--- src/rtl/pm_accum_if.sv ---
// Product-in / result-out handshake bundle for pm_accum.
// master is the surrounding pipeline, slave is the accumulator.
interface pm_accum_if #(
  parameter int unsigned ACC_W = 12
);
  logic [7:0]       prod_in;
  logic             prod_valid;
  logic             prod_ready;
  logic             clear;
  logic [ACC_W-1:0] acc_out;
  logic             acc_valid;
  logic             out_ready;
  logic             sat;

  modport master (
    output prod_in, prod_valid, clear, out_ready,
    input  prod_ready, acc_out, acc_valid, sat
  );

  modport slave (
    input  prod_in, prod_valid, clear, out_ready,
    output prod_ready, acc_out, acc_valid, sat
  );
endinterface

--- src/rtl/pm_accum.sv ---
// Saturating accumulator: sums LEN unsigned 8-bit products and presents each total
// with a valid/ready handshake.
module pm_accum #(
  parameter int unsigned ACC_W = 12,
  parameter int unsigned LEN   = 4
) (
  input logic      clk,
  input logic      rst_n,
  pm_accum_if.slave bus
);

  typedef enum logic [1:0] {StIdle, StAccum, StHold} state_e;

  localparam logic [3:0] LenC = 4'(LEN);

  state_e           state_q, state_d;
  logic [ACC_W-1:0] acc_q, acc_d;
  logic [3:0]       cnt_q, cnt_d;
  logic             sat_q, sat_d;

  logic             accept;
  logic [ACC_W:0]   sum_ext;
  logic [ACC_W-1:0] prod_ext;

  assign prod_ext = {{(ACC_W - 8){1'b0}}, bus.prod_in};
  // One spare MSB catches the carry that signals saturation.
  assign sum_ext  = {1'b0, acc_q} + {1'b0, prod_ext};

  assign bus.prod_ready = (state_q != StHold) || bus.out_ready;
  assign accept         = bus.prod_valid && bus.prod_ready;

  assign bus.acc_out    = acc_q;
  assign bus.acc_valid  = (state_q == StHold);
  assign bus.sat        = sat_q;

  always_comb begin
    state_d = state_q;
    acc_d   = acc_q;
    cnt_d   = cnt_q;
    sat_d   = sat_q;

    if (bus.clear) begin
      state_d = StIdle;
      acc_d   = '0;
      cnt_d   = '0;
      sat_d   = 1'b0;
    end else begin
      case (state_q)
        StIdle: begin
          if (accept) begin
            acc_d   = prod_ext;
            cnt_d   = 4'd1;
            state_d = (LEN == 1) ? StHold : StAccum;
          end
        end
        StAccum: begin
          if (accept) begin
            if (sum_ext[ACC_W]) begin
              acc_d = '1;
              sat_d = 1'b1;
            end else begin
              acc_d = sum_ext[ACC_W-1:0];
            end
            cnt_d = cnt_q + 4'd1;
            if (cnt_q + 4'd1 == LenC) begin
              state_d = StHold;
            end
          end
        end
        StHold: begin
          if (bus.out_ready) begin
            state_d = StIdle;
            acc_d   = '0;
            cnt_d   = '0;
            sat_d   = 1'b0;
            // Result leaves while the next sum starts in the same cycle.
            if (accept) begin
              acc_d   = prod_ext;
              cnt_d   = 4'd1;
              state_d = (LEN == 1) ? StHold : StAccum;
            end
          end
        end
        default: begin
          state_d = StIdle;
          acc_d   = '0;
          cnt_d   = '0;
          sat_d   = 1'b0;
        end
      endcase
    end
  end

  always_ff @(posedge clk or negedge rst_n) begin
    if (!rst_n) begin
      state_q <= StIdle;
      acc_q   <= '0;
      cnt_q   <= '0;
      sat_q   <= 1'b0;
    end else begin
      state_q <= state_d;
      acc_q   <= acc_d;
      cnt_q   <= cnt_d;
      sat_q   <= sat_d;
    end
  end

endmodule

--- src/flat_wrapper.sv ---
// flat-port wrapper written by rule: the top's interface ports become plain ports
module pm_accum_flat 
#(
  parameter int unsigned ACC_W = 12,
  parameter int unsigned LEN   = 4
)
  (clk, rst_n, bus_prod_in, bus_prod_valid, bus_clear, bus_out_ready, bus_prod_ready, bus_acc_out, bus_acc_valid, bus_sat);
  pm_accum_if #(.ACC_W(ACC_W)) bus_i ();
  input logic clk;
  input logic rst_n;
  input wire logic [$bits(bus_i.prod_in)-1:0] bus_prod_in;
  input wire logic [$bits(bus_i.prod_valid)-1:0] bus_prod_valid;
  input wire logic [$bits(bus_i.clear)-1:0] bus_clear;
  input wire logic [$bits(bus_i.out_ready)-1:0] bus_out_ready;
  output wire logic [$bits(bus_i.prod_ready)-1:0] bus_prod_ready;
  output wire logic [$bits(bus_i.acc_out)-1:0] bus_acc_out;
  output wire logic [$bits(bus_i.acc_valid)-1:0] bus_acc_valid;
  output wire logic [$bits(bus_i.sat)-1:0] bus_sat;
  assign bus_i.prod_in = bus_prod_in;
  assign bus_i.prod_valid = bus_prod_valid;
  assign bus_i.clear = bus_clear;
  assign bus_i.out_ready = bus_out_ready;
  assign bus_prod_ready = bus_i.prod_ready;
  assign bus_acc_out = bus_i.acc_out;
  assign bus_acc_valid = bus_i.acc_valid;
  assign bus_sat = bus_i.sat;
  pm_accum #(.ACC_W(ACC_W), .LEN(LEN)) u_core (.clk(clk), .rst_n(rst_n), .bus(bus_i));
endmodule
--- config.mk ---
export PLATFORM = sky130hd
export DESIGN_NAME = pm_accum_flat
export DESIGN_NICKNAME = d
export VERILOG_FILES = /design/src/rtl/pm_accum_if.sv /design/src/rtl/pm_accum.sv /design/src/flat_wrapper.sv
export SDC_FILE = /design/constraint.sdc
export NUM_CORES = 1
export LEC_CHECK = 0
export BUFFER_PORTS_ARGS = -buffer_cell sky130_fd_sc_hd__buf_4
export CAP_MARGIN = 10
export CORE_MARGIN = 2
export CORE_UTILIZATION = 54
export DETAILED_ROUTE_END_ITERATION = 8
export GPL_TIMING_DRIVEN = 0
export PLACE_DENSITY = 0.79
export REMOVE_ABC_BUFFERS = 1
export SLEW_MARGIN = 20
export SYNTH_ARGS = -nofsm -noshare
export SYNTH_HDL_FRONTEND = slang
export SYNTH_SLANG_ARGS = --single-unit
--- constraint.sdc ---
create_clock -name clk -period 2.69 [get_ports clk]
set_input_delay 0.4035 -clock clk [delete_from_list [all_inputs] [get_ports clk]]
set_output_delay 0.4035 -clock clk [all_outputs]
set_load 0.005 [all_outputs]
# == Yosys cells after proc, flatten, opt, wreduce, memory -nomap -nowiden ==
# Index checks and enable logic that the tools add are counted.
# Widths: inputs -> output; s select.
# classes
add_sub_neg,2
mul,0
div_mod_pow,0
magnitude_cmp,0
n_eq_ne,10
shifts,0
muxes,25
bitwise_logic,0
n_reduce_logical,6
# ops
op,count
$mux 12,5
$pmux 12 s3,1
$mux 4,4
$add 12x8->13,1
$ne 3x2->1 const B,4
$pmux 4 s3,1
$mux 2,5
$mux 8,1
$reduce_and 4->1,2
$mux 1,6
$pmux 2 s3,1
$add 4x1->4 const B,1
$eq 4x3->1 const B,1
$ne 2x2->1 const B,2
$ne 3x3->1 const B,1
$pmux 1 s3,1
$reduce_and 3->1,1
$eq 2x1->1 const B,1
$eq 2x2->1 const B,1
$logic_not 2->1,1
$logic_and 1x1->1,1
$logic_or 1x1->1,1
# word_totals
register_bits,19
latch_bits,0
ram_bits,0
romBits,0
in_bits,13
out_inout_bits,15
mem_count,0

# == Longest topological paths before layout ==
# depth
ltp_word,7
ltp_mapped,9
mapped_depth_nobuf,8

# == Least setup slack after synthesis ==
# No wires, ideal clock.
# synth_timing
path_kind,flip-flop to flip-flop
from,register u_core.acc_q[0] (netlist: u_core.bus.acc_out[0])
to,register u_core.acc_q[2] (netlist: u_core.bus.acc_out[2])
setup_ns,0.126
t_arrival_ns,2.141
t_required_ns,2.564
path_slack_ns,0.423
path_stages_with_launch,10
n_path_buf,1
cell_sequence,dfrtp_1 ha_1 fa_1 a211oi_1 nor3_1 o21a_1 nand2b_1 buf_2 a21oi_1 a221o_1
# synth_via
elab_chain_cells,5
# synth_lines
item,line_no,text
from (decl),pm_accum.sv:17,"logic [ACC_W-1:0] acc_q, acc_d;"
from (signal assigned),pm_accum.sv:97,acc_q <= '0;
from (signal assigned),pm_accum.sv:102,acc_q <= acc_d;
$add 12x8->13,pm_accum.sv:27,"assign sum_ext = {1'b0, acc_q} + {1'b0, prod_ext};"
$mux 12,pm_accum.sv:58,if (sum_ext[ACC_W]) begin
$mux 12,pm_accum.sv:57,if (accept) begin
$pmux 12 s3,pm_accum.sv:48,case (state_q)
$mux 12,pm_accum.sv:42,if (bus.clear) begin
# Every way passes these cells. The select of a mux whose other input is x is not followed.
# A chain may end at the register's enable or synchronous reset.

# == Worst setup path after layout ==
# layout_timing
from,register u_core.acc_q[0] (netlist: u_core.bus.acc_out[0])
to,register u_core.acc_q[6] (netlist: u_core.bus.acc_out[6])
# The elaborated chain is that of the path after synthesis.

==> metrics <==
largest net degree at the start of global routing 20; crit path DAT 2.73 ns; Slew HR 47.54%; Critical Path, Cell by Cell ha_1 -> fa_1 -> a211oi_1 -> nor3_1 -> o21a_1 -> nand2b_1 -> a21oi_1 -> a221o_1; drt initial violations 33; DRC viols 0; Max clock buf depth 2; die area 2848 µm²; GRT Total Usage 23.85%; starting density of the core 58.38%; max-slew violations 0; Max Freq 0.3944 GHz; CTS tree done; Tightest Pin Transition 0.7869 ns; number of synthesized flops with an enable pin 0; final WL 2978 µm; area share of fa/ha/maj cells after synthesis 11.03%; Seq/Total Area, Yosys 36.12%; Inserted Clock Buffers 3; commonest non-fill, non-tap cell in the layout buf_4; routed length per instance 14.67 µm; Multi-input gate area 819.5 µm²; post-synthesis simple-gate area fraction 18.35%; Mean Syn Cell Area 9.015 µm²; synth warn 0; worst-skew pair later-pin latency 0.29 ns; period utilization 94.26%; initial antenna violation count 0; Crit path required time 2.88 ns; area delta synth->final 19.49%; RSZ-0062 raised after global routing no; Pwr Density 441.4 nW/µm²; CP max FO 8; max_cap viols 0; DP Cell Count 198; Pleak 0.7370 nW; H-tree depth 1; kind of critical path reg -> reg; Inserted Diodes 0; die height 53.37 µm; Compound-Gate Fraction of Synth Area 28.23%; Post-synth ARST share 100.0%; Synth Area in XOR/XNOR 4.658%; commonest non-fill, non-tap cells in the layout buf_4 (27), dfrtp_1 (19), a21oi_1 (18); Worst setup SP type flip-flop; Core ar. 2255 µm²; I/O pin count 28; #FFs+latches synth 19; Fin. Hold Viols 0; post-synth cell types 37; multiplexer share of the synthesized area 0%; Max stage delay on crit path 0.43 ns; Pwr Total 0.0006942 W; first-pass GRT wire length 4988 µm; Mapped Area 1316 µm²; sequential cell area 475.5 µm²; Layout Nets 200; Hold Crit Class in -> reg; Pre-antenna DRT Iters 4; Fillers 186; Peak VDD IR 0.0003218 V; Slowest-stage cell, CP fa_1; Worst-path clk slew 0.11 ns; post-route insts no fill 203; cells after synthesis 146; Vias 1229; GP Congestion 0.8862; Port Buffers 27; Worst setup EP type flip-flop; HPWL after DPL 2173 µm; Die Wd 53.37 µm; # resized after CTS 0; total clock sinks 19; vias in the first global route 1128; GRT overflow 0; top_reg_cell synth dfrtp_1; setup TNS 0 ns; Via density 6.054; Cell Rows 17; Worst Skew 0.004304 ns; layout cell share with drive strength beyond 1 21.71%; setup bufs post-CTS 0; status completed; largest family of logic cells by synthesized area compound AO/OA/AOI/OAI gates; Setup violations, final 0; Detail Route Antenna Nets 0; Period minus WS final 2.536 ns; CTS root buffer clkbuf_4
routing by layer:
metal	GRT usage [%]	vias up	share of wire (%)	routed length (µm)
met5	0	-	0	0
met4	6.410	0	0.57	17
met3	2.542	2	3.9	117
met2	38.48	27	47	1408
met1	33.63	593	48	1435
li1	-	607	-	-
repair_timing:
action | 4_1_cts | 5_1_grt
hold buffers | 1 | 0
endpoints found under the hold margin | 19 | 0
setup endpoints to repair | 0 | 0
flip-flops by register name, indices dropped and copies added (netlist names):
register / flops
u_core.bus.acc_out: 12
u_core.bus.sat: 1
u_core.cnt_q: 4
u_core.state_q: 2
cell usage after synthesis (3+ instances only):
cell type,number,area share (%)
dfrtp_1,19,36
a21oi_1,18,6.8
nand2_1,14,4.0
nor2_1,12,3.4
o21ai_0,11,4.2
ha_1,10,9.5
nand3_1,6,2.3
a221o_1,5,3.8
xor2_1,5,3.3
a22oi_1,4,2.3
nor2b_1,4,1.9
a31oi_1,3,1.4
per-stage QoR:
stage | utilization (%) | setup WS (ns) | cell area, µm² | hold WS (ns)
after floorplan | - | 0.4286 | 1299 | 0.1079
after global placement | 68.15 | 0.06313 | 1536 | 0.2949
after detailed placement | 68.15 | 0.05683 | 1536 | 0.2964
after CTS | 69.76 | 0.1510 | 1573 | 0.3206
after global routing | 69.76 | 0.004178 | 1573 | 0.3176
final | 69.76 | 0.1545 | 1573 | 0.3278
critical path, delay by kind of cell, from the launching register on:
| kind | cells | cell delay (ns) |
|---|---|---|
| simple gates | 2 | 0.38 |
| compound gates | 4 | 0.97 |
| fa+ha+maj | 2 | 0.67 |
| flops | 1 | 0.41 |
area by class of cell:
type	count	share of cell area, %
clock buffers	4	1.671
multi-input cells	123	52.11
repair buffers	28	13.52
well taps	28	2.228
flip-flops and latches	19	30.23
inverters	1	0.2387
logic make-up after synthesis:
logic type | after synthesis
compound gates | 56
xor+xnor | 7
buf+inv | 4
simple gates | 49
flops | 19
fa+ha+maj | 11
power breakdown:
part / switching (W) / internal, W
registers: 0.0000223 / 0.000306
clock network: 0.0000880 / 0.0000577
logic: 0.000114 / 0.000106
final timing paths:
path | start | to | slack, ns | cells past startpoint
max | u_core.bus.acc_out[0] | u_core.bus.acc_out[6] | 0.15 | 8
min | bus_clear | u_core.bus.sat | 0.33 | 2
max reg2reg | u_core.bus.acc_out[0] | u_core.bus.acc_out[6] | 0.15 | 8
min reg2reg | u_core.bus.acc_out[0] | u_core.bus.acc_out[0] | 0.56 | 2
max in group asynchronous | rst_n | u_core.state_q[1] | 1.98 | 2
min in group asynchronous | rst_n | u_core.cnt_q[2] | 0.51 | 2
(Power assumes the default switching activity.)
